`src/rtl/buzzer_tone_gen.sv`:
```
// Square-wave tone generator: half-period = CLK_HZ/(2*freq) from a sequential restoring divider.
// Tone changes are applied only at a toggle, so the output never emits a runt pulse.
module buzzer_tone_gen #(
  parameter int CLK_HZ   = 100_000_000,
  parameter int FREQ_W   = 16,
  parameter int CNT_W    = 32,
  parameter int MIN_FREQ = 20,
  parameter int MAX_FREQ = 20000
) (
  input  logic              i_clk,
  input  logic              i_reset_n,
  input  logic              i_en,
  input  logic [FREQ_W-1:0] i_freq,
  output logic              o_buzzer,
  output logic              o_active,
  output logic              o_busy
);

  localparam int BW = $clog2(CNT_W);
  localparam int RW = FREQ_W + 1;
  localparam logic [CNT_W-1:0] DIVIDEND = CNT_W'(CLK_HZ);

  typedef enum logic [1:0] {IDLE, DIVIDE, RUN} state_t;
  state_t state, state_nxt;

  logic              en_q;
  logic [FREQ_W-1:0] freq_q, cur_freq;
  logic [RW-1:0]     rem;
  logic [CNT_W-1:0]  quo, half, half_pend, cnt;
  logic [BW-1:0]     bit_cnt;
  logic              from_run, pend, buzz;

  logic              legal, freq_chg, last, ge;
  logic              start, restart, step, done, tone_on;
  logic [RW-1:0]     dsor, rem_n;
  logic [RW:0]       shifted;
  logic [CNT_W-1:0]  quo_n;

  assign legal    = en_q && (freq_q >= FREQ_W'(MIN_FREQ)) && (freq_q <= FREQ_W'(MAX_FREQ));
  assign freq_chg = (freq_q != cur_freq);
  assign last     = (bit_cnt == BW'(CNT_W - 1));

  // Dividend bits stream out of the top of quo while quotient bits shift in at the bottom.
  assign dsor    = {cur_freq, 1'b0};
  assign shifted = {rem, quo[CNT_W-1]};
  assign ge      = (shifted >= {1'b0, dsor});
  assign rem_n   = ge ? (shifted[RW-1:0] - dsor) : shifted[RW-1:0];
  assign quo_n   = {quo[CNT_W-2:0], ge};

  always_comb begin
    state_nxt = state;
    o_busy    = 1'b0;
    tone_on   = 1'b0;
    start     = 1'b0;
    restart   = 1'b0;
    step      = 1'b0;
    done      = 1'b0;
    case (state)
      IDLE: begin
        if (legal) begin
          start     = 1'b1;
          state_nxt = DIVIDE;
        end
      end
      DIVIDE: begin
        o_busy  = 1'b1;
        tone_on = from_run;
        if (!legal)        state_nxt = IDLE;
        else if (freq_chg) restart = 1'b1;
        else begin
          step = 1'b1;
          if (last) begin
            done      = 1'b1;
            state_nxt = RUN;
          end
        end
      end
      RUN: begin
        tone_on = 1'b1;
        if (!legal) state_nxt = IDLE;
        else if (freq_chg) begin
          start     = 1'b1;
          state_nxt = DIVIDE;
        end
      end
      default: state_nxt = IDLE;
    endcase
  end

  assign o_active = tone_on;
  assign o_buzzer = buzz;

  always_ff @(posedge i_clk or negedge i_reset_n) begin
    if (!i_reset_n) state <= IDLE;
    else            state <= state_nxt;
  end

  always_ff @(posedge i_clk or negedge i_reset_n) begin
    if (!i_reset_n) begin
      en_q      <= 1'b0;
      freq_q    <= '0;
      cur_freq  <= '0;
      rem       <= '0;
      quo       <= '0;
      bit_cnt   <= '0;
      from_run  <= 1'b0;
      half      <= '0;
      half_pend <= '0;
      pend      <= 1'b0;
      cnt       <= '0;
      buzz      <= 1'b0;
    end else begin
      en_q   <= i_en;
      freq_q <= i_freq;
      if (!legal) begin
        // cur_freq cleared so re-enabling the same tone divides again
        buzz     <= 1'b0;
        cnt      <= '0;
        pend     <= 1'b0;
        cur_freq <= '0;
        bit_cnt  <= '0;
        from_run <= 1'b0;
        rem      <= '0;
        quo      <= '0;
      end else begin
        if (start || restart) begin
          cur_freq <= freq_q;
          bit_cnt  <= '0;
          rem      <= '0;
          quo      <= DIVIDEND;
        end
        if (start) from_run <= (state == RUN);
        if (step) begin
          rem     <= rem_n;
          quo     <= quo_n;
          bit_cnt <= bit_cnt + 1'b1;
        end
        if (done && !from_run) begin
          half <= quo_n;
          cnt  <= '0;
          buzz <= 1'b1;
        end
        // New half-periods only take effect at a toggle, so the current one always completes.
        if (tone_on) begin
          if (cnt == half - 1'b1) begin
            cnt  <= '0;
            buzz <= ~buzz;
            if (done) begin
              half <= quo_n;
              pend <= 1'b0;
            end else if (pend) begin
              half <= half_pend;
              pend <= 1'b0;
            end
          end else begin
            cnt <= cnt + 1'b1;
            if (done) begin
              half_pend <= quo_n;
              pend      <= 1'b1;
            end
          end
        end
      end
    end
  end

endmodule

```
`config.mk`:
```
export PLATFORM = sky130hd
export DESIGN_NAME = buzzer_tone_gen
export DESIGN_NICKNAME = d
export VERILOG_FILES = /design/src/rtl/buzzer_tone_gen.sv
export SDC_FILE = /design/constraint.sdc
export NUM_CORES = 1
export LEC_CHECK = 0
export ABC_AREA = 0
export BUFFER_PORTS_ARGS = -buffer_cell sky130_fd_sc_hd__clkbuf_2
export CORE_MARGIN = 2
export CORE_UTILIZATION = 40
export DETAILED_ROUTE_END_ITERATION = 7
export HOLD_SLACK_MARGIN = 0.02
export PLACE_DENSITY = 0.58
export SYNTH_ARGS = -nofsm -noshare
export SYNTH_HDL_FRONTEND = slang
export SYNTH_SLANG_ARGS = --single-unit
```
`constraint.sdc`:
```
create_clock -name i_clk -period 4.4 [get_ports i_clk]
set_input_delay 0.44 -clock i_clk [delete_from_list [all_inputs] [get_ports i_clk]]
set_output_delay 0.44 -clock i_clk [all_outputs]
set_load 0.05 [all_outputs]
```
# After elaboration in Yosys (flattened, before gate mapping)
# Index checks and enable logic that the tools add are counted.
# classes
n_addsub	4
order_cmp	3
n_eq_ne	15
muxes	52
bitwise	2
reduce_logical	9
# ops
cell	n
$mux W32	12
$mux W17	4
$add A32 B1 Y32 const B	1
$eq A32 B32 Y1	1
$mux W16	2
$sub A32 B1 Y32 const B	1
$mux W1	22
$ge A18 B17 Y1	1
$sub A17 B17 Y17	1
$ge A16 B5 Y1 const B	1
$le A16 B15 Y1 const B	1
$ne A16 B16 Y1	1
$mux W5	3
$mux W2	6
$ne A3 B3 Y1 const B	3
$reduce_and A4 Y1	2
$ne A3 B1 Y1 const B	2
$pmux W2 S3	1
$add A5 B1 Y5 const B	1
$eq A5 B5 Y1 const B	1
$ne A2 B1 Y1 const B	2
$ne A2 B2 Y1 const B	2
$pmux W1 S2	2
$logic_and A1 B1 Y1	3
8 further kinds	9
# totals
reg_bits	188
inputBits	19
output_inout_bits	3

# Longest topological paths before layout
# logic_depth
ltp_word	11
mapped_depth	12

# Least setup slack after synthesis
# Ideal clock, no wire load.
# synth_path
path_kind	register to register
startpoint	reg half[4]
endpoint	reg half_pend[13]
setup_ns	0.128
arrival_time_ns	3.597
required_time_ns	4.272
slack_ns	0.676
stages_incl_launch_ff	13
period_less_slack_ns	3.724
cell_sequence	dfrtp_1 -> clkbuf_1 -> or4_1 -> buf_2 -> or4_4 -> or3_1 -> mux2i_1 -> o31a_1 -> nor4b_4 -> a21o_1 -> nor2_1 -> buf_2 -> mux2_1
# synth_between
elab_chain_len	4
# synth_rtl
item	line	source
start: declaration	29	logic [CNT_W-1:0] quo, half, half_pend, cnt;
start signal: assignment	139	half <= quo_n;
start signal: assignment	149	half <= quo_n;
start signal: assignment	152	half <= half_pend;
$sub A32 B1 Y32	145	if (cnt == half - 1'b1) begin
$eq A32 B32 Y1	145	
$not A1 Y1 (no line)	--	
$reduce_and A4 Y1 (no line)	--	
end signal: assignment	158	half_pend <= quo_n;
end: declaration	29	
# No other way between the ends.
# A chain may end at the register's enable or synchronous reset.

# Worst setup path in the final report
# layout_path
startpoint	reg half[0]
endpoint	reg half_pend[16]
# The elaborated chain is that of the path after synthesis.

==> metrics.md <==
| Metric | Value |
|---|---|
| Detailed placement HPWL | `18,900 µm` |
| CP endpoint kind | `flip-flop` |
| Synth cell types | `67` |
| Root Driver | `clkbuf_16` |
| Layout area overhead | `11.3%` |
| Maximum clock frequency | `240 MHz` |
| I/O pin count | `22` |
| Synth warn | `0` |
| Data required, critical path | `4.72 ns` |
| Num CTS Buffers | `17` |
| Syn Nets | `1,223` |
| DIE WIDTH | `168 µm` |
| Core area | `26,700 µm²` |
| Final worst slack | `0.229 ns` |
| Ys async rst share | `between 90% and 100%` |
| Vias | `8,740` |
| Number of port buffers | `21` |
| DRT antenna net count | `0` |
| Drt wl/cell | `18.2 µm` |
| Register bit total from synthesis | `about 190` |
| CTS H-Tree Depth | `4` |
| Worst-Margin Slew | `1.01 ns` |
| Largest net degree at the start of global routing | `117` |
| RSZ-0062 raised after global routing | `false` |
| Share of cells above drive strength 1 | `11.1%` |
| Highest Signal Layer | `met4` |
| Fillcell total | `about 2,500` |
| CTS tree | `built` |
| Post-synth EDFFs | `0` |
| First-pass GRT wire length | `46,500 µm` |
| Post-Syn Instances | `1,179` |
| Die ar. | `roughly 28,000 µm²` |
| Setup CP Type | `flip-flop to flip-flop` |
| Antenna cells | `0` |
| Num rows | `60` |
| Clk pin slew, worst setup/hold paths | `0.08 ns` |
| Starting Density | `40.4%` |
| Grt ovf | `0` |
| Iteration count of the initial detailed-routing pass | `5` |
| Leak Pwr | `around 5.2 nW` |
| CTS max path bufs | `2` |
| CTS sink cnt | `188` |
| Synth Flop Type | `dfrtp_1` |
| Setup bufs post-CTS | `0` |
| GR Util All Layers | `20.6%` |
| Worst-Skew Late Latency | `0.44 ns` |
| Max-cap viol count | `0` |
| Nets | `1,231` |
| Pre-CTS setup slack | `0.256 ns` |
| Final wirelength | `between 20,000 and 30,000 µm` |
| Commonest non-fill, non-tap cell in the layout | `dfrtp_1` |
| Headroom to the max-slew limit | `between 30% and 40%` |
| Commonest non-fill, non-tap cells in the layout | `187 x dfrtp_1, 123 x nand2_1, 109 x o21ai_0` |
| Final setup violation count | `0` |
| Syn Area/Cell | `9.15 µm²` |
| Chip height | `~170 µm` |
| Hold bufs inserted after CTS | `0` |
| Tmin final | `4.17 ns` |
| DRC viols | `0` |
| CP startpoint kind | `flip-flop` |
| Final period util | `94.8%` |
| CTS resizes | `0` |
| Post-synthesis sequential area ratio | `43.6%` |
| Initial antenna violation count | `0` |
| Wire length on met3 | `660 µm` |
| Critical Path AT | `4.49 ns` |
| Hold Path Class | `primary input to async pin` |
| Synthesized area | `10,800 µm²` |
| Clock skew | `0.0161 ns` |
| Status | `finished clean` |
| WL met1 | `between 10,000 and 15,000 µm` |
| Average vias per placed instance | `5.67` |
| Peak VDD IR | `between 0.2 and 0.25 mV` |
| Detailed Route Iter0 Violations | `619` |
| Worst Path Max Fanout | `32` |
| Vias in the first global route | `8,563` |
| TNS Setup | `0 ns` |
| Pwr Density | `310 nW/µm²` |
| DR WL met2 | `between 10,000 and 15,000 µm` |
| Final Hold Viols | `0` |
| Max Slew Vio Count | `0` |
| RD Place Congestion | `a little under 0.9` |
==> state kept, by name (all words and copies together), names as in the netlist <==
name       cells
cnt           32
half          32
half_pend     32
quo           32
rem           17
cur_freq      16
freq_q        16
bit_cnt        5
state          2
en_q           1
from_run       1
o_buzzer       1
pend           1
==> cell type report <==
cell class              count  area [µm²]  share of cell area, %
repair buffers             63         492                   4.10
inverters                  69         259                   2.16
flip-flops and latches    188        4710                   39.2
clock buffers              20         457                   3.80
multi-input cells         848        5560                   46.3
well taps                 341         427                   3.55
clock inverters            12         108                  0.896
==> metrics by stage <==
stage / cell area, µm² / hold WS [ns] / cells / util (%) / total power [W]
floorplan: 10800 / 0.144 / 1179 / - / 0.00209
global placement: 11400 / 0.465 / 1509 / 42.8 / 0.00225
detailed placement: 11400 / 0.474 / 1509 / 42.8 / 0.00225
CTS: 12000 / 0.0816 / 1541 / 44.9 / 0.00376
global route: 12000 / 0.0780 / 1541 / 44.9 / 0.00389
finish: 12000 / 0.0623 / 1541 / 44.9 / 0.00372
==> path summary, 6_finish.rpt <==
path / startpoint / end / slack [ns] / depth (start not counted)
hold reg to reg: half_pend[5] / half_pend[5] / 0.49 / 1
min in group i_clk: i_freq[7] / freq_q[7] / 0.10 / 1
setup reg to reg: half[0] / half_pend[16] / 0.23 / 12
setup / recovery: half[0] / half_pend[16] / 0.23 / 12
max in group asynchronous: i_reset_n / half[0] / 3.40 / 2
hold / removal: i_reset_n / cnt[6] / 0.06 / 1
==> cells in the mapped netlist (all sizes together), types with 4 or more instances <==
master	number	area (µm²)
a2111oi	34	304
a211oi	37	278
nor2b	35	219
mux2	31	349
o31ai	12	90.1
or3	16	100
o211ai	6	45.0
nand4	19	119
a21o	9	67.6
ha	24	300
o21a	4	30.0
nor3	29	145
inv	68	255
xnor2	52	455
or2	12	75.1
mux2i	9	90.1
nand2	123	462
nand3	38	190
a21oi	60	300
or4	23	176
a31oi	4	25.0
nor3b	4	30.0
o21ai	109	546
buf	20	95.1
dfrtp	188	4700
nand2b	6	37.5
a22o	16	140
and3	6	37.5
nor2	51	191
xor2	18	158
o21bai	4	30.0
clkbuf	54	204
nor4	15	100
==> metal layers <==
layer  vias to the layer above  global-route usage [%]
met3                        35                    2.94
met2                       132                    35.1
met5                         -                       0
li1                       4270                       -
met4                         0                    6.86
met1                      4303                    27.0
==> worst max-delay path, stage by stage (launching register included) <==
cell and delay, ns:
dfrtp_1 0.47, inv_1 0.09, ha_1 0.23, or4b_2 0.61, or4_4 0.48, or3_1 0.36, mux2i_1 0.13, o31a_1 0.29
nor4b_4 0.44, a21o_1 0.20, nor2_2 0.04, buf_4 0.28, mux2_1 0.39
==> cells by family after synthesis <==
group	count (synthesis)	synth area share, %
XOR/XNOR	70	5.69
AO/OA/AOI/OAI	323	19.5
buffers and inverters	143	5.17
multiplexers	40	4.07
flip-flops	188	43.6
AND/OR/NAND/NOR	390	18.9
adder cells (fa/ha/maj)	25	2.97
==> power breakdown <==
part           internal (W)  switching, W  leakage, nW  total (W)
clock network      0.000770      0.000739        0.268    0.00151
logic              0.000134      0.000292         2.33   0.000427
registers           0.00176     0.0000314         2.57    0.00179
total               0.00266       0.00106         5.17    0.00372
(Power assumes the default switching activity.)
